<file path="src/rtl/snoop_bus_arbiter.sv">
// Round-robin arbiter and transaction sequencer for a shared MESI snooping bus.
// Grants one cache at a time, broadcasts its request, gathers snoop acks and answers the requester.
module snoop_bus_arbiter #(
  parameter int NUM_CACHES    = 4,
  parameter int ADDR_W        = 32,
  parameter int SNOOP_TIMEOUT = 15
) (
  input  logic                           clk,
  input  logic                           reset,
  input  logic [NUM_CACHES-1:0]          req,
  input  logic [2*NUM_CACHES-1:0]        req_op,
  input  logic [ADDR_W*NUM_CACHES-1:0]   req_addr,
  output logic [NUM_CACHES-1:0]          grant,
  output logic                           bus_valid,
  output logic [1:0]                     bus_op,
  output logic [ADDR_W-1:0]              bus_addr,
  output logic [$clog2(NUM_CACHES)-1:0]  bus_src,
  input  logic [NUM_CACHES-1:0]          snoop_ack,
  input  logic [NUM_CACHES-1:0]          snoop_share,
  input  logic [NUM_CACHES-1:0]          snoop_flush,
  output logic                           resp_valid,
  output logic                           resp_share,
  output logic                           resp_flush,
  output logic                           resp_err
);

  localparam int SRC_W = $clog2(NUM_CACHES);
  localparam int CNT_W = $clog2(SNOOP_TIMEOUT + 1);
  localparam logic [1:0] OP_PUTX = 2'd3;

  typedef enum logic [1:0] {S_IDLE, S_BCAST, S_SNOOP, S_RESP} state_t;

  state_t                 state;
  logic [SRC_W-1:0]       rr_ptr;
  logic [NUM_CACHES-1:0]  ack_seen;
  logic [NUM_CACHES-1:0]  share_acc;
  logic [NUM_CACHES-1:0]  flush_acc;
  logic [CNT_W-1:0]       snoop_cnt;

  logic                   pick_found;
  logic [SRC_W-1:0]       pick_idx;
  logic [NUM_CACHES-1:0]  src_mask;
  logic [NUM_CACHES-1:0]  acks_now;
  logic [NUM_CACHES-1:0]  share_now;
  logic [NUM_CACHES-1:0]  flush_now;
  logic                   ack_all;
  logic                   timed_out;
  logic [SRC_W-1:0]       rr_next;

  // First requester at or after rr_ptr, wrapping; works for non power-of-two cache counts.
  // NOTE: every always_comb output gets a default first so no path leaves it unassigned (no latch).
  always_comb begin
    pick_found = 1'b0;
    pick_idx   = '0;
    for (int i = 0; i < NUM_CACHES; i++) begin
      if (!pick_found && req[(int'(rr_ptr) + i) % NUM_CACHES]) begin
        pick_found = 1'b1;
        pick_idx   = SRC_W'((int'(rr_ptr) + i) % NUM_CACHES);
      end
    end
  end

  // The requester never snoops itself, so its ack/share/flush lines are masked off.
  assign src_mask  = NUM_CACHES'(1) << bus_src;
  assign acks_now  = snoop_ack & ~src_mask;
  assign share_now = share_acc | (snoop_share & acks_now);
  assign flush_now = flush_acc | (snoop_flush & acks_now);
  assign ack_all   = &(ack_seen | acks_now | src_mask);
  assign timed_out = (snoop_cnt == CNT_W'(SNOOP_TIMEOUT - 1));
  assign rr_next   = (bus_src == SRC_W'(NUM_CACHES - 1)) ? '0 : bus_src + SRC_W'(1);

  // NOTE: state and outputs are flops, so only non-blocking assignments appear here.
  always_ff @(posedge clk) begin
    if (reset) begin
      state      <= S_IDLE;
      rr_ptr     <= '0;
      grant      <= '0;
      bus_valid  <= 1'b0;
      bus_op     <= '0;
      bus_addr   <= '0;
      bus_src    <= '0;
      resp_valid <= 1'b0;
      resp_share <= 1'b0;
      resp_flush <= 1'b0;
      resp_err   <= 1'b0;
      ack_seen   <= '0;
      share_acc  <= '0;
      flush_acc  <= '0;
      snoop_cnt  <= '0;
    end else begin
      // Strobes are single-cycle: cleared here, re-armed only on entry to their own state.
      grant      <= '0;
      bus_valid  <= 1'b0;
      resp_valid <= 1'b0;
      resp_share <= 1'b0;
      resp_flush <= 1'b0;
      resp_err   <= 1'b0;

      unique case (state)
        S_IDLE: begin
          if (pick_found) begin
            bus_op    <= req_op[2*pick_idx +: 2];
            bus_addr  <= req_addr[ADDR_W*pick_idx +: ADDR_W];
            bus_src   <= pick_idx;
            grant     <= NUM_CACHES'(1) << pick_idx;
            bus_valid <= 1'b1;
            state     <= S_BCAST;
          end
        end

        S_BCAST: begin
          ack_seen  <= '0;
          share_acc <= '0;
          flush_acc <= '0;
          snoop_cnt <= '0;
          state     <= S_SNOOP;
        end

        S_SNOOP: begin
          if (bus_op == OP_PUTX) begin
            // A writeback is not snooped; it only occupies the minimum one-cycle slot.
            resp_valid <= 1'b1;
            state      <= S_RESP;
          end else if (ack_all) begin
            resp_valid <= 1'b1;
            resp_share <= |share_now;
            resp_flush <= |flush_now;
            state      <= S_RESP;
          end else if (timed_out) begin
            resp_valid <= 1'b1;
            resp_share <= |share_now;
            resp_flush <= |flush_now;
            resp_err   <= 1'b1;
            state      <= S_RESP;
          end else begin
            ack_seen  <= ack_seen | acks_now;
            share_acc <= share_now;
            flush_acc <= flush_now;
            snoop_cnt <= snoop_cnt + CNT_W'(1);
          end
        end

        S_RESP: begin
          rr_ptr <= rr_next;
          state  <= S_IDLE;
        end

        default: state <= S_IDLE;
      endcase
    end
  end

endmodule

</file>
<file path="config.mk">
export PLATFORM = sky130hd
export DESIGN_NAME = snoop_bus_arbiter
export DESIGN_NICKNAME = d
export VERILOG_FILES = /design/src/rtl/snoop_bus_arbiter.sv
export SDC_FILE = /design/constraint.sdc
export NUM_CORES = 1
export LEC_CHECK = 0
export ABC_AREA = 0
export BUFFER_PORTS_ARGS = -buffer_cell sky130_fd_sc_hd__buf_2
export CAP_MARGIN = 20
export CELL_PAD_IN_SITES_DETAIL_PLACEMENT = 1
export CELL_PAD_IN_SITES_GLOBAL_PLACEMENT = 1
export CORE_ASPECT_RATIO = 1.75
export CORE_MARGIN = 3
export CORE_UTILIZATION = 32
export CTS_CLUSTER_SIZE = 30
export DETAILED_ROUTE_END_ITERATION = 12
export GPL_TIMING_DRIVEN = 0
export PLACE_DENSITY = 0.86
export SYNTH_ARGS = -nofsm -noshare
export SYNTH_HDL_FRONTEND = slang
export SYNTH_SLANG_ARGS = --single-unit
export TNS_END_PERCENT = 100
</file>
<file path="constraint.sdc">
create_clock -name clk -period 2.25 [get_ports clk]
set_input_delay 0.1125 -clock clk [delete_from_list [all_inputs] [get_ports clk]]
set_output_delay 0.1125 -clock clk [all_outputs]
set_load 0.02 [all_outputs]
</file>
# Word level (Yosys, flattened, before mapping)
# Cells that the tools add are included.
# Widths: inputs -> output; s select.
# word_totals
output_inout_bits,45
register_bits,65
wordCells,124
in_bits,154
# classes
addsub,5
n_lt_le_gt_ge,4
shifts,4
n_mux,49
eq_ne,11
bitwise_logic,14
n_reduce_logical,22
# op_table
cell,n
$shiftx 128x8->32,1
$mux 4,12
$pmux 4 s2,4
$mux 1,19
$mux 2,9
$or 4x4->4,4
$and 4x4->4,3
$lt 3x4->1 const B,3
$reduce_or 4->1,3
$reduce_or 2->1,5
$bmux 1 s2,4
$eq 2x2->1 const B,4
$ne 2x2->1 const B,4
$pmux 2 s4,1
$reduce_and 4->1,2
$shiftx 8x4->2,1
$shl 1x2->4 const A,2
$reduce_or 3->1,2
$add 2x1->2 const B,2
$add 2x2->2 const B,2
$add 4x1->4 const B,1
$eq 4x4->1 const B,1
$ne 4x4->1 const B,1
$not 4->4,1
other kinds (9),18

# Longest topological paths before layout
# Gate-level depths: netlist (run 1).
# logic_depth
word_depth,16
ltp_mapped,10
ltp_nobuf,8

# Worst setup path after synthesis (run 1)
# OpenSTA, ideal clock, no wires.
# synth_path
kind,reg-to-reg
from,reg bus_src[0]
to,reg snoop_cnt[1]
period_less_slack_ns,2.129
t_arrival_ns,2.064
stages_incl_launch_ff,10
setup_slack_ns,0.121
cell_sequence,dfxtp_1 -> inv_1 -> ha_1 -> nor3_2 -> nor2_1 -> a221oi_2 -> and2_1 -> buf_6 -> mux2_2 -> nor2_1
# synth_via
elab_chain_len,8
# synth_lines
item,line_no,rtl
from (decl),17,"output logic [$clog2(NUM_CACHES)-1:0] bus_src,"
from (signal assigned),104,bus_src <= pick_idx;
$shl 1x2->4 *,64,assign src_mask = NUM_CACHES'(1) << bus_src;
$not 4->4,65,assign acks_now = snoop_ack & ~src_mask;
$and 4x4->4,65,
$or 4x4->4,68,assign ack_all = &(ack_seen | acks_now | src_mask);
$or 4x4->4 *,68,
$reduce_and 4->1 *,68,
$ne 2x2->1 (no source line) *,--,
$reduce_and 4->1 (no source line) *,--,
to (signal assigned),139,snoop_cnt <= snoop_cnt + CNT_W'(1);
to (decl),38,logic [CNT_W-1:0] snoop_cnt;
# Mark *: on every way between the ends. The rest lies on a longest branch, timed or not.
# A chain may end at the register's enable or synchronous reset.

# Final worst setup path (run 1)
# layout_path
from,reg bus_src[1]
to,reg snoop_cnt[1]
# The elaborated chain is that of the path after synthesis.

==> run summary, run 1 <==
final critical-path setup slack - 0.208 ns
Adder-Cell Fraction of Synth Area - 0.0349
clock sink count - 65
Simple-Gate Fraction of Synth Area - 0.134
Setup TNS - 0 ns
share of cells above drive strength 1 - 0.491
Synth Area per Inst - 10.4 µm²
Hold Path Sink - share_acc[0]
vias per cell - 5.16
Core ar. - 0.0108 mm²
Main synth FF type - dfxtp_1
Clk pin slew, worst setup/hold paths - 0.06 ns
CTS Hold Buffers Added - 0
first-pass GRT wire length - 19,800 µm
Root Buffer - clkbuf_16
DR WL/cell - 18.5 µm
Max-Slew Margin vs Limit - 0.655
Die W - 86.0 µm
Slowest cell on crit path - dfxtp_2
synth unique cells - 42
Final Critical Period - 2.04 ns
M3 GR Usage - 0.0429
Internal Power - 0.00324 W
I/O pins - 199
RSZ-0062 raised after global routing - no
CP arrival - 2.31 ns
synthesized flop and latch total - 65
Overall Global Routing Usage - 0.201
DP Cell Count - 671
Synthesized Nets - 508
GP Congestion - 0.897
critical path cell sequence - inv_1 -> ha_1 -> nor3_2 -> nor2_2 -> a221oi_4 -> and2_1 -> buf_6 -> mux2_2 -> nor2_1
initial antenna violation count - 0
Hold Slack - 0.0414 ns
combinational share of power - 0.394
Post-Route Skew - 0.00384 ns
met2 Use GR - 0.386
worst hold path type - input port to flip-flop
CTS buffer count - 9
maximum resistive drop on vdd - 586 µV
Least-Margin Pin Slew - 0.517 ns
post-DP HPWL - 10,300 µm
Final Hold Viols - 0
largest family of logic cells by synthesized area - multiplexers
design area - 0.00508 mm²
total congestion overflow - 0
status - completed
CP peak stage delay - 0.37 ns
synth warn - 0
Clock power frac - 0.292
Crit. End Element - flip-flop
Mapped Cells - 344
Antenna Nets Post-Route - 0
router iterations before antenna repair - 4
critical path class - flip-flop to flip-flop
switching power - 0.00191 W
Worst-Skew Late Latency - 0.33 ns
Starting Density - 0.331
power density over cell area - 1010 mW/mm²
CTS Buffer Depth - 2
XOR/XNOR Fraction of Synth Area - 0.00488
CP startpoint kind - flip-flop
synthesized area - 0.00359 mm²
Post-Place Worst Slack - -0.0638 ns
max-slew violation count - 0
TritonCTS clock tree - built
Max Cap Viol - 0
Hold Path Depth - 3
Area growth syn-to-layout - 41.8%
Post-synth EDFFs - 0
compound-cell area share of the yosys netlist - 0.182
worst-case reg-to-reg path depth - 9
r2r startpoint - bus_src[1]
Layout Nets - 717
IO buf count - 197
area of placed instances - 0.00474 mm²
num rows - 50
largest net degree at the start of global routing - 13
DRC violations left - 0
Critical Path Fanout Max - 5
mux contribution to synthesized area - 0.204
non-filler instance count after layout - 688
ys async rst share - 0
Fmax achieved - 490 MHz
final WL - 12,700 µm
met1 GRT Util - 0.199
part of the cycle the worst path needs - 0.908
Sequential Power Share - 0.314
min-delay src - snoop_share[0]
vias in the first global route - 4,048
Inserted Diodes - 0
die area - 0.0126 mm²
Worst R2R Setup Slack - 0.21 ns
H-tree depth - 3
R2R Path End - snoop_cnt[1]
grt peak-use layer - met2
register area share after synthesis - 0.363
Lkg Pwr - 2.62 nW
Worst Path Required - 2.52 ns
die height - 146 µm
final setup vio count - 0
initial DRC count - 78
Net Sw Frac - 0.371
via count - 3,552
## worst max path at each step
stage / start / end / slack [ns] / cells after the start
after floorplan: bus_src[0] / snoop_cnt[1] / 0.12 / 9
after global placement: bus_src[0] / snoop_cnt[1] / 0.05 / 9
after detailed placement: bus_src[0] / snoop_cnt[1] / -0.06 / 9
after CTS: bus_src[1] / snoop_cnt[1] / 0.06 / 9
after global routing: bus_src[1] / snoop_cnt[1] / 0.07 / 9
final: bus_src[1] / snoop_cnt[1] / 0.21 / 9
## cell usage after synthesis (3+ instances only)
cell type / number / area, µm²
a21oi_1: 13 / 65.1
ha_1: 10 / 125
o221ai_2: 23 / 345
nand2_1: 45 / 169
inv_1: 10 / 37.5
nor3_1: 8 / 40.0
and3_1: 3 / 18.8
dfxtp_1: 65 / 1300
and2b_1: 4 / 30.0
mux2i_1: 72 / 721
a31oi_1: 5 / 31.3
buf_6: 10 / 113
o221ai_1: 12 / 105
nor2_2: 4 / 25.0
buf_12: 3 / 60.1
nor2_1: 22 / 82.6
buf_2: 3 / 15.0
nand3_1: 3 / 15.0
## final cells by class
type | instances | area [µm²]
sequential | 65 | 1300
multi-input combinational | 247 | 2030
inverter | 10 | 37.5
timing repair buffer | 198 | 993
buffer | 22 | 240
fill | 1335 | 5740
clock buffer | 9 | 225
clock inverter | 7 | 95.1
tap | 130 | 163
## registers in the layout, summed over array words and instances (netlist names)
name,cells
snoop_cnt,4
resp_valid,1
resp_flush,1
resp_err,1
bus_addr,32
flush_acc,4
resp_share,1
rr_ptr,2
ack_seen,4
bus_src,2
share_acc,4
bus_valid,1
bus_op,2
state,2
grant,4
## metrics by stage
stage                     utilization  power, W
final                           0.470   0.00515
after global routing            0.470   0.00543
after CTS                       0.469   0.00520
after detailed placement        0.438   0.00366
after global placement          0.438   0.00358
after floorplan                     -   0.00295
## per-layer routing
metal | vias up | part of all wire
met5 | - | 0
met4 | 0 | 0.031
met3 | 25 | 0.060
met2 | 141 | 0.57
met1 | 1702 | 0.34
li1 | 1684 | -
## logic make-up (layout without fill, tap and decap cells)
group,Yosys count,after routing
AND/OR/NAND/NOR,98,98
XOR/XNOR,2,2
AO/OA/AOI/OAI,64,64
multiplexers,73,73
flip-flops,65,65
adder cells (fa/ha/maj),10,10
buffers and inverters,32,246
## worst max-delay path, delay by kind of cell (launching register included)
family,cells,cell delay (ns)
simple gates,4,0.58
flops,1,0.37
mux,1,0.33
compound gates,1,0.27
fa+ha+maj,1,0.22
buf+inv,2,0.21
## power by group through the flow
stage          combinational, W  clock (W)  sequential (W)
2_1_floorplan           0.00105          0         0.00190
3_3_place_gp            0.00196          0         0.00161
3_5_place_dp            0.00203          0         0.00163
4_1_cts                 0.00206    0.00153         0.00162
5_1_grt                 0.00220    0.00158         0.00166
6_report                0.00203    0.00150         0.00162
## placed cells by master, fill, tap and decap left out, drive strengths merged
cell type / synthesis / final
a21boi: 1 / 1
a21oi: 14 / 14
a221o: 1 / 1
a221oi: 1 / 1
a222oi: 1 / 1
a31oi: 5 / 5
a41oi: 1 / 1
and2: 1 / 1
and2b: 4 / 4
and3: 4 / 4
buf: 20 / 218
bufinv: 0 / 2
clkbuf: 2 / 11
clkinv: 0 / 4
clkinvlp: 0 / 1
dfxtp: 65 / 65
ha: 10 / 10
inv: 10 / 10
mux2: 1 / 1
mux2i: 72 / 72
nand2: 47 / 47
nand2b: 1 / 1
nand3: 3 / 3
nor2: 26 / 26
nor3: 9 / 9
nor4: 1 / 1
o21a: 1 / 1
o21ai: 1 / 1
o221a: 1 / 1
o221ai: 35 / 35
o22a: 1 / 1
o22ai: 1 / 1
or3b: 1 / 1
or4: 1 / 1
xor2: 2 / 2
## repair_timing
action,in CTS,in global routing
resized for setup,1,4
buffers inserted,1,0
setup endpoints to repair,9,6
endpoints found under the hold margin,0,0
pin swaps,1,0
Note: power is estimated with default switching activity, not from simulation.
==> run 2, diff against run 1 <==
--- a/config.mk
+++ b/config.mk
@@ -5,18 +5,18 @@
 export SDC_FILE = /design/constraint.sdc
 export NUM_CORES = 1
 export LEC_CHECK = 0
-export ABC_AREA = 0
+export ABC_AREA = 1
 export BUFFER_PORTS_ARGS = -buffer_cell sky130_fd_sc_hd__buf_2
 export CAP_MARGIN = 20
 export CELL_PAD_IN_SITES_DETAIL_PLACEMENT = 1
 export CELL_PAD_IN_SITES_GLOBAL_PLACEMENT = 1
 export CORE_ASPECT_RATIO = 1.75
 export CORE_MARGIN = 3
-export CORE_UTILIZATION = 32
+export CORE_UTILIZATION = 31
 export CTS_CLUSTER_SIZE = 30
 export DETAILED_ROUTE_END_ITERATION = 12
 export GPL_TIMING_DRIVEN = 0
-export PLACE_DENSITY = 0.86
+export PLACE_DENSITY = 0.87
 export SYNTH_ARGS = -nofsm -noshare
 export SYNTH_HDL_FRONTEND = slang
 export SYNTH_SLANG_ARGS = --single-unit
==> run 2 against run 1 <==
  * Fmax fell by 0.30%
  * Setup slack got worse by 0.0060 ns
  * Largest cell class unchanged
  * Utilization fell by 3.6 points
  * Combinational power rose by 88%
  * Global-route usage rose by 1.4 points
  * Sequential cell count did not move
  * Total power rose by 36%
  * Register-to-register slack barely moved
  * Sequential share of layout area fell by 3.4 points
  * Cell count rose by 63%
==> run summary, run 2 <==
status - completed (unchanged)
CTS Buffer Depth - 2 (unchanged)
Root Buffer - clkbuf_16 (unchanged)
maximum resistive drop on vdd - 403 µV (was 586 µV)
Post-Route Skew - 0.00483 ns (was 0.00384 ns)
Area growth syn-to-layout - 35.4% (was 41.8%)
Worst Path Required - 2.47 ns (was 2.52 ns)
Internal Power - 0.00368 W (was 0.00324 W)
R2R Path End - bus_op[1] (was snoop_cnt[1])
synth unique cells - 26 (was 42)
part of the cycle the worst path needs - 0.910 (was 0.908)
Setup crit end - bus_op[1] (was snoop_cnt[1])
synthesized area - 0.00433 mm² (was 0.00359 mm²)
Mapped Cells - 732 (was 344)
Least-Margin Pin Slew - 0.697 ns (was 0.517 ns)
CP startpoint kind - flip-flop (unchanged)
Net Sw Frac - 0.474 (was 0.371)
largest family of logic cells by synthesized area - simple AND/OR/NAND/NOR gates (was multiplexers)
most common cell after layout, fill and taps aside - nand2_1 (was buf_2)
router iterations before antenna repair - 4 (unchanged)
first-pass GRT wire length - 26,300 µm (was 19,800 µm)
non-filler instance count after layout - 1,121 (was 688)
Crit. End Element - flip-flop (unchanged)
met2 WL - 9310 µm (was 7220 µm)
Max Cap Viol - 0 (unchanged)
Final Hold Viols - 0 (unchanged)
Antenna Nets Post-Route - 0 (unchanged)
power density over cell area - 1190 mW/mm² (was 1010 mW/mm²)
worst hold path type - input port to flip-flop (unchanged)
register area share after synthesis - 0.301 (was 0.363)
H-tree depth - 3 (unchanged)
Clock power frac - 0.201 (was 0.292)
RSZ-0062 raised after global routing - yes (was no)
Layout Nets - 1,104 (was 717)
vias per cell - 4.76 (was 5.16)
CP startpoint - rr_ptr[0] (was bus_src[1])
design area - 0.00586 mm² (was 0.00508 mm²)
XOR/XNOR Fraction of Synth Area - 0.00405 (was 0.00488)
Worst R2R Setup Slack - 0.20 ns (was 0.21 ns)
IO buf count - 197 (unchanged)
DP Cell Count - 1,103 (was 671)
Worst-Skew Late Latency - 0.33 ns (about the same)
max-slew violation count - 0 (unchanged)
Lkg Pwr - 3.49 nW (was 2.62 nW)
Post-Route Utilization - 0.433 (was 0.470)
switching power - 0.00332 W (was 0.00191 W)
worst-case reg-to-reg path depth - 13 (was 9)
Starting Density - 0.320 (was 0.331)
r2r startpoint - rr_ptr[0] (was bus_src[1])
final WL - 16,700 µm (was 12,700 µm)
Sequential Power Share - 0.252 (was 0.314)
Fmax achieved - 488 MHz (was 490 MHz)
Largest Register - bus_addr (unchanged)
Setup TNS - 0 ns (unchanged)
mux contribution to synthesized area - 0 (was 0.204)
GP Congestion - 0.875 (was 0.897)
Critical Path Fanout Max - 10 (was 5)
I/O pins - 199 (unchanged)
Simple-Gate Fraction of Synth Area - 0.458 (was 0.134)
CTS buffer count - 9 (unchanged)
most common cell in the netlist - nand2_1 (was mux2i_1)
num rows - 56 (was 50)
Clk pin slew, worst setup/hold paths - 0.06 ns (about the same)
synth cell count leaders - nand2_1, inv_1, nand3_1 (was mux2i_1, dfxtp_1, nand2_1)
synthesized flop and latch total - 65 (unchanged)
clock sink count - 65 (unchanged)
WL met1 - 6440 µm (was 4350 µm)
via count - 5,333 (was 3,552)
Die W - 95.3 µm (was 86.0 µm)
share of cells above drive strength 1 - 0.281 (was 0.491)
vias in the first global route - 5,626 (was 4,048)
compound-cell area share of the yosys netlist - 0.0347 (was 0.182)
die area - 0.0155 mm² (was 0.0126 mm²)
DRC violations left - 0 (unchanged)
Area contributors post-synth - dfxtp_1, nand2_1, nand3_1, inv_1, nand4_1 (was dfxtp_1, mux2i_1, o221ai_2, nand2_1, ha_1)
Main synth FF type - dfxtp_1 (unchanged)
initial antenna violation count - 0 (unchanged)
met3 WL - 626 µm (was 769 µm)
postcts setup bufs - 0 (was 1)
CP arrival - 2.27 ns (was 2.31 ns)
area of placed instances - 0.00553 mm² (was 0.00474 mm²)
Final Critical Period - 2.05 ns (was 2.04 ns)
largest net degree at the start of global routing - 12 (was 13)
most frequent cells in the layout - nand2_1, buf_2, inv_1, nand3_1, dfxtp_1 (was buf_2, mux2i_1, dfxtp_1, nand2_1, o221ai_2)
Synth area leader - dfxtp_1 (unchanged)
Max-Slew Margin vs Limit - 0.534 (was 0.655)
combinational share of power - 0.547 (was 0.394)
Overall Global Routing Usage - 0.215 (was 0.201)
DR WL/cell - 14.9 µm (was 18.5 µm)
ys async rst share - 0 (unchanged)
number of flip-flops in the largest register - 32 (unchanged)
post-DP HPWL - 13,600 µm (was 10,300 µm)
Core ar. - 0.0135 mm² (was 0.0108 mm²)
synth warn - 0 (unchanged)
final setup vio count - 0 (unchanged)
Synth top area share - 0.301 (was 0.363)
Synthesized Nets - 896 (was 508)
Synth Area per Inst - 5.91 µm² (was 10.4 µm²)
Adder-Cell Fraction of Synth Area - 0.0289 (was 0.0349)
total congestion overflow - 0 (unchanged)
Top Metal Used - met4 (unchanged)
initial DRC count - 134 (was 78)
critical path class - flip-flop to flip-flop (unchanged)
die height - 162 µm (was 146 µm)
TritonCTS clock tree - built (unchanged)
Post-synth EDFFs - 0 (unchanged)
run 2: cell count changes in the layout (fill, tap and decap cells not counted), moves of 7 or more:
cell / delta
nand2_1: +180
nand3_1: +121
inv_1: +120
mux2i_1: -72
nand4_1: +37
nor2_1: +27
o221ai_2: -23
o221ai_1: -12
buf_2: +11
buf_4: +10
a21oi_1: +7
buf_6: -7
o21ai_0: +7
run 2: routing by layer:
layer	global-route usage	up-vias
met3	0.0236	22
met2	0.413	140
met5	0	-
li1	-	2697
met4	0.0821	0
met1	0.231	2474
run 2: cells by family after synthesis:
| group | count (synthesis) |
|---|---|
| simple gates | 451 |
| compound gates | 29 |
| xor+xnor | 2 |
| fa+ha+maj | 10 |
| flops | 65 |
| buf+inv | 175 |
run 2: cell type report:
class,count,area (µm²)
inverters,137,519
clock buffers,11,243
flip-flops and latches,65,1300
well taps,174,218
clock inverters,5,55.1
fillers,1927,7660
diodes,2,5.00
repair buffers,197,986
multi-input cells,492,2290
plain buffers,38,248
run 2: worst min-delay path by stage:
stage | start | end | slack, ns | cells after the start
2_1_floorplan | req_addr[106] | bus_addr[10] | 0.33 | 4
3_3_place_gp | req_addr[100] | bus_addr[4] | 0.43 | 5
3_5_place_dp | req_addr[117] | bus_addr[21] | 0.43 | 5
4_1_cts | req_addr[117] | bus_addr[21] | 0.09 | 5
5_1_grt | req_addr[53] | bus_addr[21] | 0.13 | 5
6_report | req_addr[117] | bus_addr[21] | 0.1 | 5
run 2: power groups by stage:
stage / clock (W) / combinational [W] / sequential [W]
3_5_place_dp: 0 / 0.00382 / 0.00178
4_1_cts: 0.00143 / 0.00384 / 0.00176
6_report: 0.00141 / 0.00382 / 0.00177
3_3_place_gp: 0 / 0.00374 / 0.00177
2_1_floorplan: 0 / 0.00215 / 0.00214
5_1_grt: 0.00148 / 0.00428 / 0.00181
run 2: stage by stage:
| step | total power [W] | setup slack, ns | hold slack, ns |
|---|---|---|---|
| final | 0.00700 | 0.202 | 0.0976 |
| after global routing | 0.00757 | -0.00584 | 0.132 |
| after CTS | 0.00704 | 0.0114 | 0.0911 |
| after detailed placement | 0.00560 | -0.0443 | 0.430 |
| after global placement | 0.00551 | 0.00303 | 0.429 |
| after floorplan | 0.00429 | 0.291 | 0.330 |
run 2: critical path: stages (launching register included):
cell and delay (ns):
dfxtp_1 0.34, buf_4 0.17, nand2_1 0.08, nand3_1 0.13
nand2_2 0.10, nor2_4 0.15, nand3_1 0.09, nand3_1 0.09
nand2_2 0.17, inv_6 0.16, buf_4 0.20, nand3_1 0.13
nand3_1 0.09, nand2_1 0.05
run 2: what timing repair did:
item,4_1_cts,5_1_grt
hold buffers,0,0
setup endpoints to repair,3,51
resized for setup,1,11
==> run 3, diff against run 2 <==
--- a/config.mk
+++ b/config.mk
@@ -10,7 +10,7 @@
 export CAP_MARGIN = 20
 export CELL_PAD_IN_SITES_DETAIL_PLACEMENT = 1
 export CELL_PAD_IN_SITES_GLOBAL_PLACEMENT = 1
-export CORE_ASPECT_RATIO = 1.75
+export CORE_ASPECT_RATIO = 1.5
 export CORE_MARGIN = 3
 export CORE_UTILIZATION = 31
 export CTS_CLUSTER_SIZE = 30
==> run 3 against run 2 <==
  * Routed wire length decreased by 1.6%
  * Die area decreased by 0.17%
  * Cell count decreased by 1.2%
  * Combinational power about the same
  * Sequential share of layout area decreased by 0.20 points
  * Total power increased by 5.3%
  * Critical path type unchanged
  * Critical endpoint is now bus_addr[6]
  * Largest power group unchanged
  * Highest routed layer unchanged
==> run summary, run 3 (same netlist as run 2, synthesis figures left out) <==
status - completed (unchanged)
DRC violations left - 0 (unchanged)
Multi-input gate area - 0.00228 mm² (was 0.00229 mm²)
router iterations before antenna repair - 4 (unchanged)
Clk pin slew, worst setup/hold paths - 0.06 ns (about the same)
die area - 0.0154 mm² (was 0.0155 mm²)
RSZ-0062 raised after global routing - no (was yes)
fillcell total - 1,904 (was 1,927)
CP startpoint kind - flip-flop (unchanged)
combinational share of power - 0.521 (was 0.547)
Worst Path Required - 2.47 ns (about the same)
post-DP HPWL - 13,200 µm (was 13,600 µm)
Final Critical Period - 2.07 ns (was 2.05 ns)
CTS Hold Buffers Added - 0 (unchanged)
Max Cap Viol - 0 (unchanged)
Core ar. - 0.0136 mm² (was 0.0135 mm²)
most common cell after layout, fill and taps aside - nand2_1 (unchanged)
share of cells above drive strength 1 - 0.281 (unchanged)
CTS buffer count - 9 (unchanged)
Critical Path Fanout Max - 10 (unchanged)
Least-Margin Pin Slew - 0.648 ns (was 0.697 ns)
number of flip-flops in the largest register - 32 (unchanged)
Clock power frac - 0.242 (was 0.201)
first-pass GRT wire length - 25,700 µm (was 26,300 µm)
IO buf count - 197 (unchanged)
clock sink count - 65 (unchanged)
most frequent cells in the layout - nand2_1, buf_2, inv_1, nand3_1, dfxtp_1 (unchanged)
Final Hold Viols - 0 (unchanged)
CP arrival - 2.29 ns (was 2.27 ns)
CTS Buffer Depth - 2 (unchanged)
Layout Nets - 1,104 (unchanged)
Sequential Power Share - 0.236 (was 0.252)
worst hold path type - input port to flip-flop (unchanged)
power density over cell area - 1250 mW/mm² (was 1190 mW/mm²)
register area - 0.00130 mm² (unchanged)
Largest Register - bus_addr (unchanged)
DR WL/cell - 14.9 µm (about the same)
Net Sw Frac - 0.454 (was 0.474)
Area growth syn-to-layout - 36.6% (was 35.4%)
Lkg Pwr - 3.53 nW (was 3.49 nW)
Fmax achieved - 484 MHz (was 488 MHz)
Crit. End Element - flip-flop (unchanged)
initial antenna violation count - 0 (unchanged)
Hold Slack - 0.0974 ns (was 0.0976 ns)
part of the cycle the worst path needs - 0.919 (was 0.910)
critical path class - flip-flop to flip-flop (unchanged)
Starting Density - 0.318 (was 0.320)
Post-Route Skew - 0.00677 ns (was 0.00483 ns)
total power - 0.00737 W (was 0.00700 W)
vias per cell - 4.82 (was 4.76)
Overall Global Routing Usage - 0.210 (was 0.215)
largest net degree at the start of global routing - 13 (was 12)
total congestion overflow - 0 (unchanged)
max-slew violation count - 0 (unchanged)
vias in the first global route - 5,477 (was 5,626)
initial DRC count - 129 (was 134)
Max-Slew Margin vs Limit - 0.567 (was 0.534)
Root Buffer - clkbuf_16 (unchanged)
Antenna Nets Post-Route - 0 (unchanged)
Die W - 102 µm (was 95.3 µm)
die height - 151 µm (was 162 µm)
switching power - 0.00334 W (was 0.00332 W)
maximum resistive drop on vdd - 504 µV (was 403 µV)
TritonCTS clock tree - built (unchanged)
I/O pins - 199 (unchanged)
Inserted Diodes - 0 (was 2)
num rows - 52 (was 56)
Post-Place Worst Slack - -0.0769 ns (was -0.0443 ns)
Internal Power - 0.00402 W (was 0.00368 W)
final WL - 16,500 µm (was 16,700 µm)
final setup vio count - 0 (unchanged)
GP Congestion - 0.854 (was 0.875)
H-tree depth - 3 (unchanged)
Worst-Skew Late Latency - 0.34 ns (was 0.33 ns)
via count - 5,340 (was 5,333)
final critical-path setup slack - 0.183 ns (was 0.202 ns)
==> run 3: worst max-delay path, stage by stage (launching register included) <==
cell	delay, ns
dfxtp_1	0.34
buf_4	0.18
nand2_1	0.09
nand3_1	0.13
nand2_2	0.09
nor2_4	0.15
nand3_2	0.12
nand3_2	0.20
inv_2	0.11
buf_4	0.20
nand2_1	0.07
nand3_1	0.09
nand3_1	0.12
nand2_1	0.07
==> run 3: routing by layer <==
layer,global-route usage,up-vias,share of wire
li1,-,2706,-
met1,0.236,2417,0.39
met4,0.0952,0,0.029
met2,0.380,178,0.53
met3,0.0306,39,0.052
met5,0,-,0
==> run 3: layout make-up <==
type	instances	share of cell area
Clock inverter	6	0.0233
Sequential cell	65	0.220
Clock buffer	10	0.0404
Multi-Input combinational cell	492	0.386
Timing Repair Buffer	197	0.167
Inverter	137	0.0878
Tap cell	162	0.0343
Buffer	38	0.0415
==> run 3: through the flow <==
step                      std cells  utilization  TNS, ns  cell area, µm²
after CTS                      1107        0.434        0            5900
after detailed placement       1091        0.406   -0.179            5520
final                          1107        0.435        0            5920
after floorplan                 732            -        0            4330
after global placement         1091        0.406  -0.0224            5520
after global routing           1107        0.435        0            5920
==> run 3: repair_timing <==
| action | CTS | global route |
|---|---|---|
| cloned | 0 | 0 |
| pin swaps | 0 | 0 |
| gates resized for setup | 1 | 11 |
| setup endpoints to repair | 5 | 40 |
| buffers inserted | 0 | 0 |
==> run 3: path summary, 6_finish.rpt <==
check                                    end  cells past startpoint           from  slack (ns)
worst max-delay path             bus_addr[6]                     13      rr_ptr[0]        0.18
worst min-delay path            bus_addr[21]                      5  req_addr[117]         0.1
worst max register to register   bus_addr[6]                     13      rr_ptr[0]        0.18
worst min register to register  share_acc[0]                      2   share_acc[0]        0.45
==> run 3: power by group through the flow <==
stage / clock network (W) / registers, W / logic, W
2_1_floorplan: 0 / 0.00214 / 0.00215
3_3_place_gp: 0 / 0.00175 / 0.00375
3_5_place_dp: 0 / 0.00176 / 0.00384
4_1_cts: 0.00181 / 0.00174 / 0.00386
5_1_grt: 0.00187 / 0.00178 / 0.00430
6_report: 0.00179 / 0.00174 / 0.00384
